[src/rtl/regfile_wb_arbiter.sv]
// Two-source writeback arbiter for the register file's single write port, with pending-write query.
// Optional macro WB_FWD_EN adds q_fwd1/q_fwd2 carrying the newest pending value for each query address.
module regfile_wb_arbiter #(
  parameter int unsigned DATA_W = 32,
  parameter int unsigned ADDR_W = 5
) (
  input  logic              clk,
  input  logic              rst,
  input  logic              s0_valid,
  output logic              s0_ready,
  input  logic [ADDR_W-1:0] s0_rd,
  input  logic [DATA_W-1:0] s0_data,
  input  logic              s1_valid,
  output logic              s1_ready,
  input  logic [ADDR_W-1:0] s1_rd,
  input  logic [DATA_W-1:0] s1_data,
  output logic              we_o,
  output logic [ADDR_W-1:0] wa_o,
  output logic [DATA_W-1:0] wd_o,
  input  logic [ADDR_W-1:0] q_addr1,
  input  logic [ADDR_W-1:0] q_addr2,
  output logic              q_busy1,
  output logic              q_busy2
`ifdef WB_FWD_EN
  ,
  output logic [DATA_W-1:0] q_fwd1,
  output logic [DATA_W-1:0] q_fwd2
`endif
);

  typedef enum logic {RR_S0 = 1'b0, RR_S1 = 1'b1} rr_e;

  logic              r_full0, r_full1;
  logic [ADDR_W-1:0] r_rd0, r_rd1;
  logic [DATA_W-1:0] r_data0, r_data1;
  logic              r_s1_older;
  rr_e               r_rr;
  logic              r_we;
  logic [ADDR_W-1:0] r_wa;
  logic [DATA_W-1:0] r_wd;

  logic w_gnt0, w_gnt1, w_contested, w_load0, w_load1;

  // Equal destinations must drain oldest-first; only distinct ones consult the pointer.
  always_comb begin
    w_gnt0      = 1'b0;
    w_gnt1      = 1'b0;
    w_contested = r_full0 & r_full1 & (r_rd0 != r_rd1);
    if (r_full0 && r_full1) begin
      if (r_rd0 == r_rd1) begin
        w_gnt1 = r_s1_older;
        w_gnt0 = ~r_s1_older;
      end else begin
        w_gnt0 = (r_rr == RR_S0);
        w_gnt1 = (r_rr == RR_S1);
      end
    end else begin
      w_gnt0 = r_full0;
      w_gnt1 = r_full1;
    end
  end

  assign s0_ready = ~r_full0 | w_gnt0;
  assign s1_ready = ~r_full1 | w_gnt1;
  assign w_load0  = s0_valid & s0_ready & (s0_rd != '0);
  assign w_load1  = s1_valid & s1_ready & (s1_rd != '0);

  always_ff @(posedge clk or negedge rst) begin
    if (!rst) begin
      r_full0    <= 1'b0;
      r_full1    <= 1'b0;
      r_rd0      <= '0;
      r_rd1      <= '0;
      r_data0    <= '0;
      r_data1    <= '0;
      r_s1_older <= 1'b0;
      r_rr       <= RR_S0;
      r_we       <= 1'b0;
      r_wa       <= '0;
      r_wd       <= '0;
    end else begin
      if (w_load0) begin
        r_full0 <= 1'b1;
        r_rd0   <= s0_rd;
        r_data0 <= s0_data;
      end else if (w_gnt0) begin
        r_full0 <= 1'b0;
      end
      if (w_load1) begin
        r_full1 <= 1'b1;
        r_rd1   <= s1_rd;
        r_data1 <= s1_data;
      end else if (w_gnt1) begin
        r_full1 <= 1'b0;
      end
      // A fresh load is youngest; simultaneous loads leave s0 as the older one.
      if (w_load1)      r_s1_older <= 1'b0;
      else if (w_load0) r_s1_older <= 1'b1;
      if (w_contested)  r_rr <= w_gnt0 ? RR_S1 : RR_S0;
      r_we <= w_gnt0 | w_gnt1;
      if (w_gnt0) begin
        r_wa <= r_rd0;
        r_wd <= r_data0;
      end else if (w_gnt1) begin
        r_wa <= r_rd1;
        r_wd <= r_data1;
      end
    end
  end

  assign we_o = r_we;
  assign wa_o = r_wa;
  assign wd_o = r_wd;

  function automatic logic f_busy(input logic [ADDR_W-1:0] a);
    return (a != '0) && ((r_full0 && (r_rd0 == a)) || (r_full1 && (r_rd1 == a)) ||
                         (r_we && (r_wa == a)));
  endfunction

  assign q_busy1 = f_busy(q_addr1);
  assign q_busy2 = f_busy(q_addr2);

`ifdef WB_FWD_EN
  function automatic logic [DATA_W-1:0] f_fwd(input logic [ADDR_W-1:0] a);
    logic h0, h1, hw;
    h0 = (a != '0) && r_full0 && (r_rd0 == a);
    h1 = (a != '0) && r_full1 && (r_rd1 == a);
    hw = (a != '0) && r_we && (r_wa == a);
    if (h0 && h1)  return r_s1_older ? r_data0 : r_data1;
    else if (h0)   return r_data0;
    else if (h1)   return r_data1;
    else if (hw)   return r_wd;
    else           return '0;
  endfunction

  assign q_fwd1 = f_fwd(q_addr1);
  assign q_fwd2 = f_fwd(q_addr2);
`endif

endmodule

[config.mk]
export PLATFORM = sky130hd
export DESIGN_NAME = regfile_wb_arbiter
export DESIGN_NICKNAME = d
export VERILOG_FILES = /design/src/rtl/regfile_wb_arbiter.sv
export SDC_FILE = /design/constraint.sdc
export NUM_CORES = 1
export LEC_CHECK = 0
export ABC_AREA = 1
export CAP_MARGIN = 15
export CORE_ASPECT_RATIO = 0.6
export CORE_MARGIN = 2
export CORE_UTILIZATION = 31
export DETAILED_ROUTE_END_ITERATION = 6
export PLACE_DENSITY = 0.57
export RECOVER_POWER = 100
export SYNTH_ARGS = -nofsm -noshare
export SYNTH_HDL_FRONTEND = slang
export SYNTH_SLANG_ARGS = --single-unit
[constraint.sdc]
create_clock -name clk -period 3.73 [get_ports clk]
set_input_delay 0.373 -clock clk [delete_from_list [all_inputs] [get_ports clk]]
set_output_delay 0.373 -clock clk [all_outputs]
set_load 0.01 [all_outputs]
==> results_dict.tcl <==
set metrics [dict create \
    status "complete, but fails checks" \
    violations "capacitance limit, slew limit" \
    portBuffers 129 \
    core.rowCount 38 \
    reg2reg_from "r_full1" \
    cp_max_fo 8 \
    leakage_uw 0.00377 \
    fin_util_pct 41.9 \
    fin_crit_sh_pct 79.3 \
    grt_antenna_before_repair 0 \
    drcViolationCount 0 \
    wl_per_cell_um 14.0 \
    postSynthCellCount 717 \
    avgSynthCellArea_um2 7.97 \
    yosysTopAreaCellShare_pct 50.8 \
    path_depth 8 \
    maxCapViolations 2 \
    start_util_pct 31.6 \
    skew_ps 9.51 \
    max-vdd-ir-drop_mv 0.302 \
    cts_resized 0 \
    rsz0062_at_grt "false" \
    vias_per_cell 4.47 \
    clockRootBuffer "clkbuf_16" \
    worst_path_largest_cell_delay_ps 750 \
    worstMarginPinSlew_ps 2410 \
    synth_nets 805 \
    dieArea_um2 19600 \
    crit_top_cell "nand3_1" \
    yosysWarnings 0 \
    final_hold_viol_count 0 \
    die_w_um 179 \
    fmax_mhz 338 \
    layout-drive-gt1-share_pct 5.06 \
    io_pins 130 \
    worstSetupPathType "reg -> out" \
    yosysSeqAreaShare_pct 50.8 \
    power_density_nw_per_um2 760 \
    grt_pass1_vias 4591 \
    crit_path_end_kind "primary output" \
    fp.dieH_um 109 \
    drv_slew 93 \
    core_area_um2 18100 \
    htree_levels 4 \
    setup_violations 0 \
    cts_tree "yes" \
    cp.required_ps 3360 \
    ant_nets 0 \
    reg2reg_depth 5 \
    fin_crit_ps 2960 \
    regToRegEndpoint "wa_o[3]" \
    maxSlewHeadroom_pct -61.1 \
    dp_hpwl_mm 10.1 \
    cp_slowest_cell "dlygate4sd3_1" \
    syn_area_um2 5720 \
    r2r_slack_ps 800 \
    cts_num_sinks 116 \
    num-nets-final 926 \
    area_delta_synth_final_pct 32.4 \
    postCtsSetupRepairBufs 0 \
    n_antenna_cell 0 \
    drtIter0Drc 401 \
    clkLatencyLatePin_ps 400 \
    n_fill_cell 1867 \
    vias 4866 \
    grt_usage_pct 16.3 \
    grt_overflow 0 \
    arrival_ps 2590 \
    yosysUniqueCellTypes 28 \
    place_congestion 0.914 \
    crit_chain "nand2_1 > inv_1 > nor2_1 > nor2_2 > nand3_1 > nand2_2 > nand3_1 > dlygate4sd3_1" \
    crit_buf_inv 2 \
    grt_max_degree 76 \
    cp_top_family "simple AND/OR/NAND/NOR gates" \
    clock_path_buffers 2 \
    hp-class "in -> async" \
    drt-total-wl_mm 15.2 \
    synth_largest_area_cell "dfrtp_1" \
    holdBufCountCts 0 \
    cts_buffers 17 \
    clk_pin_slew_ps 60 \
    start_kind "register" \
    total_power_uw 5750 \
    firstDrtPassIters 6 \
    synth_area_leaders "dfrtp_1 51%, nand2_1 14%, inv_1 8.7%" \
    synth_seq_cells 116 \
    setup_tns_ps 0 \
    grt_first_pass_wirelength_mm 24.5 \
]
## where the power goes
group | total (µW) | internal [µW] | leakage (µW) | switching, µW
combinational | 2020 | 844 | 0.00207 | 1170
sequential | 2100 | 1740 | 0.00141 | 355
clock | 1630 | 1070 | 0.000284 | 562
## stage by stage
| stage | setup WS [ps] | std cells | hold slack (ps) | area (µm²) |
|---|---|---|---|---|
| 2_1_floorplan | 2100 | 717 | 77.4 | 5720 |
| 3_5_place_dp | 1170 | 1059 | 465 | 7130 |
| 4_1_cts | 1150 | 1089 | 53.7 | 7720 |
| 5_1_grt | 499 | 1089 | 85.7 | 7570 |
| 3_3_place_gp | 1150 | 1059 | 462 | 7130 |
| 6_report | 772 | 1089 | 23.6 | 7570 |
## synth_stat cells
cell type / number
nand2_1: 210
inv_1: 132
dfrtp_1: 116
nand3_1: 49
nor2_1: 46
o21ai_2: 28
o21ai_1: 26
o21ai_0: 24
o22ai_1: 15
buf_6: 13
a21oi_1: 11
clkbuf_1: 8
buf_2: 6
nand4_1: 5
xnor2_1: 4
buf_4: 3
nand2_2: 3
nand3_2: 3
nor3_1: 3
inv_2: 2
nand3_4: 2
nor2_2: 2
a221oi_1: 1
a31oi_1: 1
clkbuf_2: 1
nor3b_1: 1
o21ai_4: 1
xor2_1: 1
## placed cells by master (no fill, tap or decap), types with 4 or more instances in the layout
master / Yosys / routed
a21oi_1: 11 / 11
clkbuf_16: 0 / 17
clkdlybuf4s50_1: 0 / 86
clkinv_2: 0 / 4
dfrtp_1: 116 / 116
dlygate4sd3_1: 0 / 42
inv_1: 132 / 132
nand2_1: 210 / 210
nand3_1: 49 / 53
nand4_1: 5 / 5
nor2_1: 46 / 46
o21ai_0: 24 / 77
o22ai_1: 15 / 15
xnor2_1: 4 / 4
## sequential cells by signal (all words and copies together), names as in the netlist
register    flops
r_data0        32
r_data1        32
wd_o           32
r_rd0           5
r_rd1           5
wa_o            5
r_full0         1
r_full1         1
r_rr            1
r_s1_older      1
we_o            1
## cell families (layout without fill, tap and decap cells)
logic type / Yosys count / count (layout) / share of synthesized area, %
compound gates: 107 / 107 / 11.8
xor+xnor: 5 / 5 / 0.766
buf+inv: 165 / 297 / 12.9
flops: 116 / 116 / 50.8
simple gates: 324 / 324 / 23.7
## area by class of cell
class | count | area (µm²) | area share [%]
clock buffers | 20 | 457 | 6.04
clock inverters | 10 | 133 | 1.75
multi-input cells | 436 | 1940 | 25.7
well taps | 240 | 300 | 3.97
flip-flops and latches | 116 | 2900 | 38.4
inverters | 134 | 503 | 6.65
repair buffers | 133 | 1330 | 17.6
## metal layers
| layer | track usage [%] | routed length, µm | up-vias |
|---|---|---|---|
| li1 | - | - | 2451 |
| met1 | 25.8 | 8360 | 2225 |
| met2 | 21.8 | 5640 | 178 |
| met3 | 4.08 | 1080 | 12 |
| met4 | 3.92 | 120 | 0 |
| met5 | 0 | 0 | - |
## worst max path at each step
stage,start,end
floorplan,r_rd0[0],r_data0[10]
global placement,q_addr1[3],q_busy1
detailed placement,r_rd0[0],r_data1[22]
CTS,r_rd0[0],s1_ready
global route,r_full1,wd_o[0]
finish,r_rd0[0],s1_ready
No activity file was read; power rests on OpenSTA's default activity.
